`src/rtl/hilo_ctrl_if.sv`:
```
// Datapath/unit-facing bundle for hilo_ctrl: issue request, mthi/mtlo, unit results and HI/LO view.
// Master side is the surrounding datapath plus multiply/divide unit; slave side is the controller.
interface hilo_ctrl_if;
    logic        start;
    logic        op_div;
    logic        op_signed;
    logic [31:0] rs_data;
    logic [31:0] rt_data;
    logic        write_hi;
    logic        write_lo;
    logic [31:0] wdata;
    logic        rd_hi;
    logic [31:0] md_high;
    logic [31:0] md_low;
    logic        md_zero;

    logic        set_md;
    logic [31:0] data_a;
    logic [31:0] data_b;
    logic [31:0] hi;
    logic [31:0] lo;
    logic [31:0] read_data;
    logic        busy;
    logic        done;
    logic        div_zero_exc;

    modport master (
        output start, op_div, op_signed, rs_data, rt_data,
        output write_hi, write_lo, wdata, rd_hi,
        output md_high, md_low, md_zero,
        input  set_md, data_a, data_b, hi, lo, read_data, busy, done, div_zero_exc
    );

    modport slave (
        input  start, op_div, op_signed, rs_data, rt_data,
        input  write_hi, write_lo, wdata, rd_hi,
        input  md_high, md_low, md_zero,
        output set_md, data_a, data_b, hi, lo, read_data, busy, done, div_zero_exc
    );
endinterface

```
`src/rtl/hilo_ctrl.sv`:
```
// Issue/commit controller for the mul/div unit; done pulses LATENCY+2 cycles after start.
// No queueing: start is only taken in IDLE, busy stalls the control FSM until commit.
module hilo_ctrl #(
    parameter int LATENCY = 1
) (
    input  logic        clk,
    input  logic        reset,
    hilo_ctrl_if.slave  bus
);

    localparam int CW = (LATENCY < 2) ? 1 : $clog2(LATENCY + 1);

    typedef enum logic [1:0] {
        IDLE   = 2'd0,
        WAIT   = 2'd1,
        COMMIT = 2'd2
    } state_t;

    state_t        state;
    state_t        state_nxt;
    logic [CW-1:0] cnt;
    logic          accept;
    logic          commit;

    logic [31:0]   data_a_q;
    logic [31:0]   data_b_q;
    logic          set_md_q;
    logic          neg_q;
    logic [31:0]   hi_q;
    logic [31:0]   lo_q;
    logic          busy_q;
    logic          done_q;
    logic          dz_q;

    logic          signed_mul;
    logic [31:0]   mag_a;
    logic [31:0]   mag_b;
    logic [63:0]   prod_raw;
    logic [63:0]   prod_fix;

    always_ff @(posedge clk or posedge reset) begin
        if (reset) begin
            state <= IDLE;
        end else begin
            state <= state_nxt;
        end
    end

    always_comb begin
        state_nxt = state;
        accept    = 1'b0;
        commit    = 1'b0;
        case (state)
            IDLE: begin
                if (bus.start) begin
                    accept    = 1'b1;
                    state_nxt = WAIT;
                end
            end
            WAIT: begin
                // Counter hits zero on this edge, so the unit outputs are valid next cycle.
                if (cnt <= CW'(1)) begin
                    state_nxt = COMMIT;
                end
            end
            COMMIT: begin
                commit    = 1'b1;
                state_nxt = IDLE;
            end
            default: begin
                state_nxt = IDLE;
            end
        endcase
    end

    always_ff @(posedge clk or posedge reset) begin
        if (reset) begin
            cnt <= '0;
        end else if (accept) begin
            cnt <= CW'(LATENCY);
        end else if (state == WAIT && cnt != '0) begin
            cnt <= cnt - CW'(1);
        end
    end

    // Signed multiply runs the unit unsigned on magnitudes; 0x80000000 maps to itself.
    always_comb begin
        signed_mul = !bus.op_div && bus.op_signed;
        mag_a      = bus.rs_data;
        mag_b      = bus.rt_data;
        if (signed_mul) begin
            mag_a = bus.rs_data[31] ? (~bus.rs_data + 32'd1) : bus.rs_data;
            mag_b = bus.rt_data[31] ? (~bus.rt_data + 32'd1) : bus.rt_data;
        end
    end

    always_ff @(posedge clk or posedge reset) begin
        if (reset) begin
            data_a_q <= '0;
            data_b_q <= '0;
            set_md_q <= 1'b0;
            neg_q    <= 1'b0;
        end else if (accept) begin
            data_a_q <= mag_a;
            data_b_q <= mag_b;
            set_md_q <= bus.op_div;
            neg_q    <= signed_mul && (bus.rs_data[31] ^ bus.rt_data[31]);
        end
    end

    always_comb begin
        prod_raw = {bus.md_high, bus.md_low};
        prod_fix = neg_q ? (~prod_raw + 64'd1) : prod_raw;
    end

    // IDLE writes and an accepted start may coincide; the commit later overwrites.
    always_ff @(posedge clk or posedge reset) begin
        if (reset) begin
            hi_q <= '0;
            lo_q <= '0;
        end else if (commit) begin
            if (!set_md_q) begin
                hi_q <= prod_fix[63:32];
                lo_q <= prod_fix[31:0];
            end else if (!bus.md_zero) begin
                hi_q <= bus.md_low;
                lo_q <= bus.md_high;
            end
        end else if (state == IDLE) begin
            if (bus.write_hi) begin
                hi_q <= bus.wdata;
            end
            if (bus.write_lo) begin
                lo_q <= bus.wdata;
            end
        end
    end

    always_ff @(posedge clk or posedge reset) begin
        if (reset) begin
            busy_q <= 1'b0;
            done_q <= 1'b0;
            dz_q   <= 1'b0;
        end else begin
            done_q <= commit;
            dz_q   <= commit && set_md_q && bus.md_zero;
            if (accept) begin
                busy_q <= 1'b1;
            end else if (commit) begin
                busy_q <= 1'b0;
            end
        end
    end

    assign bus.set_md       = set_md_q;
    assign bus.data_a       = data_a_q;
    assign bus.data_b       = data_b_q;
    assign bus.hi           = hi_q;
    assign bus.lo           = lo_q;
    assign bus.read_data    = bus.rd_hi ? hi_q : lo_q;
    assign bus.busy         = busy_q;
    assign bus.done         = done_q;
    assign bus.div_zero_exc = dz_q;

endmodule

```
`src/flat_wrapper.sv`:
```
// flat-port wrapper written by rule: the top's interface ports become plain ports
module hilo_ctrl_flat 
#(
    parameter int LATENCY = 1
)
  (clk, reset, bus_start, bus_op_div, bus_op_signed, bus_rs_data, bus_rt_data, bus_write_hi, bus_write_lo, bus_wdata, bus_rd_hi, bus_md_high, bus_md_low, bus_md_zero, bus_set_md, bus_data_a, bus_data_b, bus_hi, bus_lo, bus_read_data, bus_busy, bus_done, bus_div_zero_exc);
  hilo_ctrl_if bus_i ();
  input  logic clk;
  input  logic reset;
  input wire logic [$bits(bus_i.start)-1:0] bus_start;
  input wire logic [$bits(bus_i.op_div)-1:0] bus_op_div;
  input wire logic [$bits(bus_i.op_signed)-1:0] bus_op_signed;
  input wire logic [$bits(bus_i.rs_data)-1:0] bus_rs_data;
  input wire logic [$bits(bus_i.rt_data)-1:0] bus_rt_data;
  input wire logic [$bits(bus_i.write_hi)-1:0] bus_write_hi;
  input wire logic [$bits(bus_i.write_lo)-1:0] bus_write_lo;
  input wire logic [$bits(bus_i.wdata)-1:0] bus_wdata;
  input wire logic [$bits(bus_i.rd_hi)-1:0] bus_rd_hi;
  input wire logic [$bits(bus_i.md_high)-1:0] bus_md_high;
  input wire logic [$bits(bus_i.md_low)-1:0] bus_md_low;
  input wire logic [$bits(bus_i.md_zero)-1:0] bus_md_zero;
  output wire logic [$bits(bus_i.set_md)-1:0] bus_set_md;
  output wire logic [$bits(bus_i.data_a)-1:0] bus_data_a;
  output wire logic [$bits(bus_i.data_b)-1:0] bus_data_b;
  output wire logic [$bits(bus_i.hi)-1:0] bus_hi;
  output wire logic [$bits(bus_i.lo)-1:0] bus_lo;
  output wire logic [$bits(bus_i.read_data)-1:0] bus_read_data;
  output wire logic [$bits(bus_i.busy)-1:0] bus_busy;
  output wire logic [$bits(bus_i.done)-1:0] bus_done;
  output wire logic [$bits(bus_i.div_zero_exc)-1:0] bus_div_zero_exc;
  assign bus_i.start = bus_start;
  assign bus_i.op_div = bus_op_div;
  assign bus_i.op_signed = bus_op_signed;
  assign bus_i.rs_data = bus_rs_data;
  assign bus_i.rt_data = bus_rt_data;
  assign bus_i.write_hi = bus_write_hi;
  assign bus_i.write_lo = bus_write_lo;
  assign bus_i.wdata = bus_wdata;
  assign bus_i.rd_hi = bus_rd_hi;
  assign bus_i.md_high = bus_md_high;
  assign bus_i.md_low = bus_md_low;
  assign bus_i.md_zero = bus_md_zero;
  assign bus_set_md = bus_i.set_md;
  assign bus_data_a = bus_i.data_a;
  assign bus_data_b = bus_i.data_b;
  assign bus_hi = bus_i.hi;
  assign bus_lo = bus_i.lo;
  assign bus_read_data = bus_i.read_data;
  assign bus_busy = bus_i.busy;
  assign bus_done = bus_i.done;
  assign bus_div_zero_exc = bus_i.div_zero_exc;
  hilo_ctrl #(.LATENCY(LATENCY)) u_core (.clk(clk), .reset(reset), .bus(bus_i));
endmodule
```
`config.mk`:
```
export PLATFORM = sky130hd
export DESIGN_NAME = hilo_ctrl_flat
export DESIGN_NICKNAME = d
export VERILOG_FILES = /design/src/rtl/hilo_ctrl_if.sv /design/src/rtl/hilo_ctrl.sv /design/src/flat_wrapper.sv
export SDC_FILE = /design/constraint.sdc
export NUM_CORES = 1
export LEC_CHECK = 0
export CAP_MARGIN = 40
export CORE_UTILIZATION = 46
export DETAILED_ROUTE_END_ITERATION = 7
export PLACE_DENSITY = 0.93
export SLEW_MARGIN = 20
export SYNTH_ARGS = -nofsm -noshare
export SYNTH_HDL_FRONTEND = slang
export SYNTH_SLANG_ARGS = --single-unit
```
`constraint.sdc`:
```
create_clock -name clk -period 5 [get_ports clk]
set_clock_uncertainty 0.1 [all_clocks]
set_input_delay 1 -clock clk [delete_from_list [all_inputs] [get_ports clk]]
set_output_delay 1 -clock clk [all_outputs]
set_load 0.005 [all_outputs]
```
==> summary.md <==
| Metric | Value |
|---|---|
| Status | `complete, no violations` |
| Async S/R FF share, synth | `1.00` |
| RSZ-0062 raised after global routing | `no` |
| Ys flop type | `dfrtp_1` |
| Commonest cells post-synth | `dfrtp_1 (135), nand2_1 (125), o21ai_0 (123), a21oi_1 (91), nor2_1 (88)` |
| Most frequent cell after synthesis | `dfrtp_1` |
| Worst r2r src | `u_core.state[0]$_DFFE_PP0P_` |
| GRT Overall Usage | `0.336` |
| EDFF count, synth | `0` |
| Synth Instances | `1104` |
| Hpwl dp | `around 25000 um` |
| Clock Path Buffers | `2` |
| Antenna fix cells | `0` |
| Global-route wire length before repair | `53200 um` |
| Simple-gate portion of the synthesized area | `0.184` |
| Final net count | `1572` |
| Post-route ant nets | `0` |
| VDD IR-drop max | `246 uV` |
| PortBufs | `332` |
| F_max | `0.258 GHz` |
| Fillers | `1491` |
| Antenna violations before repair | `0` |
| Total CTS buffers | `17` |
| Vias per cell | `between 6 and 7` |
| Final hold viol count | `0` |
| Delay-heaviest family, CP | `buffers and inverters` |
| DP Worst Slack | `roughly 0.9 ns` |
| Die outline area | `20600 um2` |
| Required @ worst endpoint | `3.90 ns` |
| #FFs+latches synth | `between 100 and 150` |
| CP cell instances | `clkdlybuf4s50_1, buf_4, mux2_2, clkdlybuf4s50_1` |
| Core ar. | `19600 um2` |
| H-tree Lvls | `4` |
| Synth Area in Adders | `0.00407` |
| WP buf/inv | `3` |
| Setup Buffers After CTS | `0` |
| # resized after CTS | `0` |
| Slew Limit Fails | `0` |
| Largest cells by area after synthesis | `dfrtp_1 (37%), o21ai_0 (6.7%), xor2_1 (5.8%)` |
| Worst Hold Class | `flip-flop to flip-flop` |
| Area leader, netlist | `dfrtp_1` |
| Minimum clock period | `3.87 ns` |
| Routed wire length | `34800 um` |
| Final WS setup | `roughly 1.1 ns` |
| DR iter-0 viols | `1041` |
| Register area share after synthesis | `0.366` |
| Initial Utilization | `0.471` |
| CTS tree | `yes` |
| Largest family of logic cells by synthesized area | `compound AO/OA/AOI/OAI gates` |
| Area Overhead vs Synth | `44.6%` |
| Setup crit start | `bus_rd_hi` |
| Hold Buf Count CTS | `0` |
| Routed wire per std cell | `just over 20 um` |
| Slowest CP cell | `clkdlybuf4s50_1` |
| # IOs | `333` |
| PD cells | `approximately 370 nW/um2` |
| Largest net degree at the start of global routing | `92` |
| Syn nets | `1276` |
| Worst Tran Pin Value | `0.859 ns` |
| Syn Area/Cell | `8.35 um2` |
| Placer Congestion | `0.932` |
| Kind of critical path | `primary input to primary output` |
| Flop-to-flop setup slack | `2.34 ns` |
| Slowest Stage Delay on Critical Path | `approximately 0.49 ns` |
| Startpoint Class | `primary input` |
| Die Y-Extent | `~140 um` |
| Worst skew pair latency | `0.42 ns` |
| Die extent in x | `144 um` |
| CTS clk-pin slew, worst paths | `0.06 ns` |
| Clock root cell | `clkbuf_16` |
| Fraction of layout cells with a size suffix above 1 | `0.0772` |
| Finish-stage setup viols | `0` |
| Critical-path maximum fanout | `32` |
| Rel. slew slack | `0.424` |
| Hold path startpoint | `u_core.bus.data_b[31]$_DFFE_PP0P_` |
| WP data arrival | `2.77 ns` |
| Post-synthesis compound-gate area fraction | `0.248` |
| Yosys warning total | `0` |
| Post-synth top area share | `0.366` |
| Setup TNS Final | `0 ns` |
| Number of distinct library cells after synthesis | `59` |
| Critical Path End Type | `primary output` |
| Global route overflow | `0` |
| Most used cell, CP | `clkdlybuf4s50_1` |
| Post-synthesis xor/xnor area fraction | `0.109` |
| Crit share post-route | `0.775` |
| TritonCTS sink count | `around 140` |
| Vias in the first global route | `10000` |
| DRC | `0` |
| Std-Cell Rows | `51` |
| DR pass1 iterations | `6` |
| Synth Cell Area | `9220 um2` |
| Post-synthesis mux area share | `0.0477` |
| Via count | `10400` |
| Max Cap Viol | `0` |
| Leak | `~5 nW` |
-- registers in the layout (all words and copies together), names as in the netlist --
signal and flops:
u_core.bus.data_a 32, u_core.bus.data_b 32, u_core.bus.hi 32, u_core.bus.lo 32, u_core.state 2, u_core.bus.busy 1
u_core.bus.div_zero_exc 1, u_core.bus.done 1, u_core.bus.set_md 1, u_core.neg_q 1
-- tightest hold or removal path, delay by kind of cell (launching register included) --
kind	cells	cell delay [ns]
flip-flops	1	0.34
AND/OR/NAND/NOR	2	0.10
-- power by group --
part | internal [W] | switching [W] | total (W)
sequential | 0.00140 | 0.000259 | 0.00166
clock | 0.000679 | 0.000521 | 0.00120
combinational | 0.00117 | 0.000927 | 0.00210
-- placed cells by master (no fill, tap or decap), drive strengths merged, types with 4 or more instances in the layout --
cell	count
or3	28
inv	24
nand4	8
dfrtp	135
o22ai	21
a31oi	17
xor2	61
nor2	88
a311oi	9
nor2b	5
or4	15
and3	6
a221oi	14
o211ai	12
nand2b	9
clkinv	9
clkdlybuf4s50	332
o221ai	5
o41ai	19
nand3	15
a211oi	7
mux2i	8
a21oi	91
nand2	125
o21ai	127
and2	4
nor4	13
mux2	32
nor3	17
buf	20
clkbuf	19
xnor2	54
o31ai	27
-- cell type report --
| class | count | area, um2 | area share |
|---|---|---|---|
| repair buffers | 352 | 3500 | 0.263 |
| clock buffers | 19 | 433 | 0.0324 |
| clock inverters | 12 | 108 | 0.00807 |
| inverters | 25 | 98.8 | 0.00741 |
| flip-flops and latches | 135 | 3380 | 0.253 |
| multi-input cells | 869 | 5490 | 0.411 |
| well taps | 265 | 332 | 0.0249 |
-- per-layer routing --
metal | vias to the layer above | track usage | wire length (um)
met5 | - | 0 | 0
met4 | 0 | 0.166 | 1510
met3 | 144 | 0.115 | 4580
met2 | 736 | 0.559 | 16500
met1 | 4852 | 0.386 | 12300
li1 | 4618 | - | -
-- worst paths after layout --
kind,to,cells after the start
worst min register to register,u_core.bus.data_b[31]$_DFFE_PP0P_,2
max in group asynchronous,u_core.bus.hi[27]$_DFFE_PP0P_,4
worst max register to register,u_core.bus.lo[11]$_DFFE_PP0P_,5
worst max-delay path,bus_read_data[16],4
min in group asynchronous,u_core.bus.lo[18]$_DFFE_PP0P_,2
worst min-delay path,u_core.bus.data_b[31]$_DFFE_PP0P_,2
-- stage by stage --
stage               instances  area, um2  total power (W)  hold WS (ns)  utilization
finish                   1677      13300          0.00496         0.371        0.681
global route             1677      13300          0.00522         0.411        0.681
CTS                      1676      13300          0.00494         0.375        0.680
detailed placement       1645      12800          0.00372         0.359        0.653
global placement         1643      12700          0.00365         0.350        0.651
floorplan                1104       9220          0.00244         0.363            -
-- logic make-up after synthesis --
group           Yosys count
xor+xnor                115
flops                   135
compound gates          367
simple gates            344
fa+ha+maj                 3
mux                      40
buf+inv                 100
(Power assumes the default switching activity.)
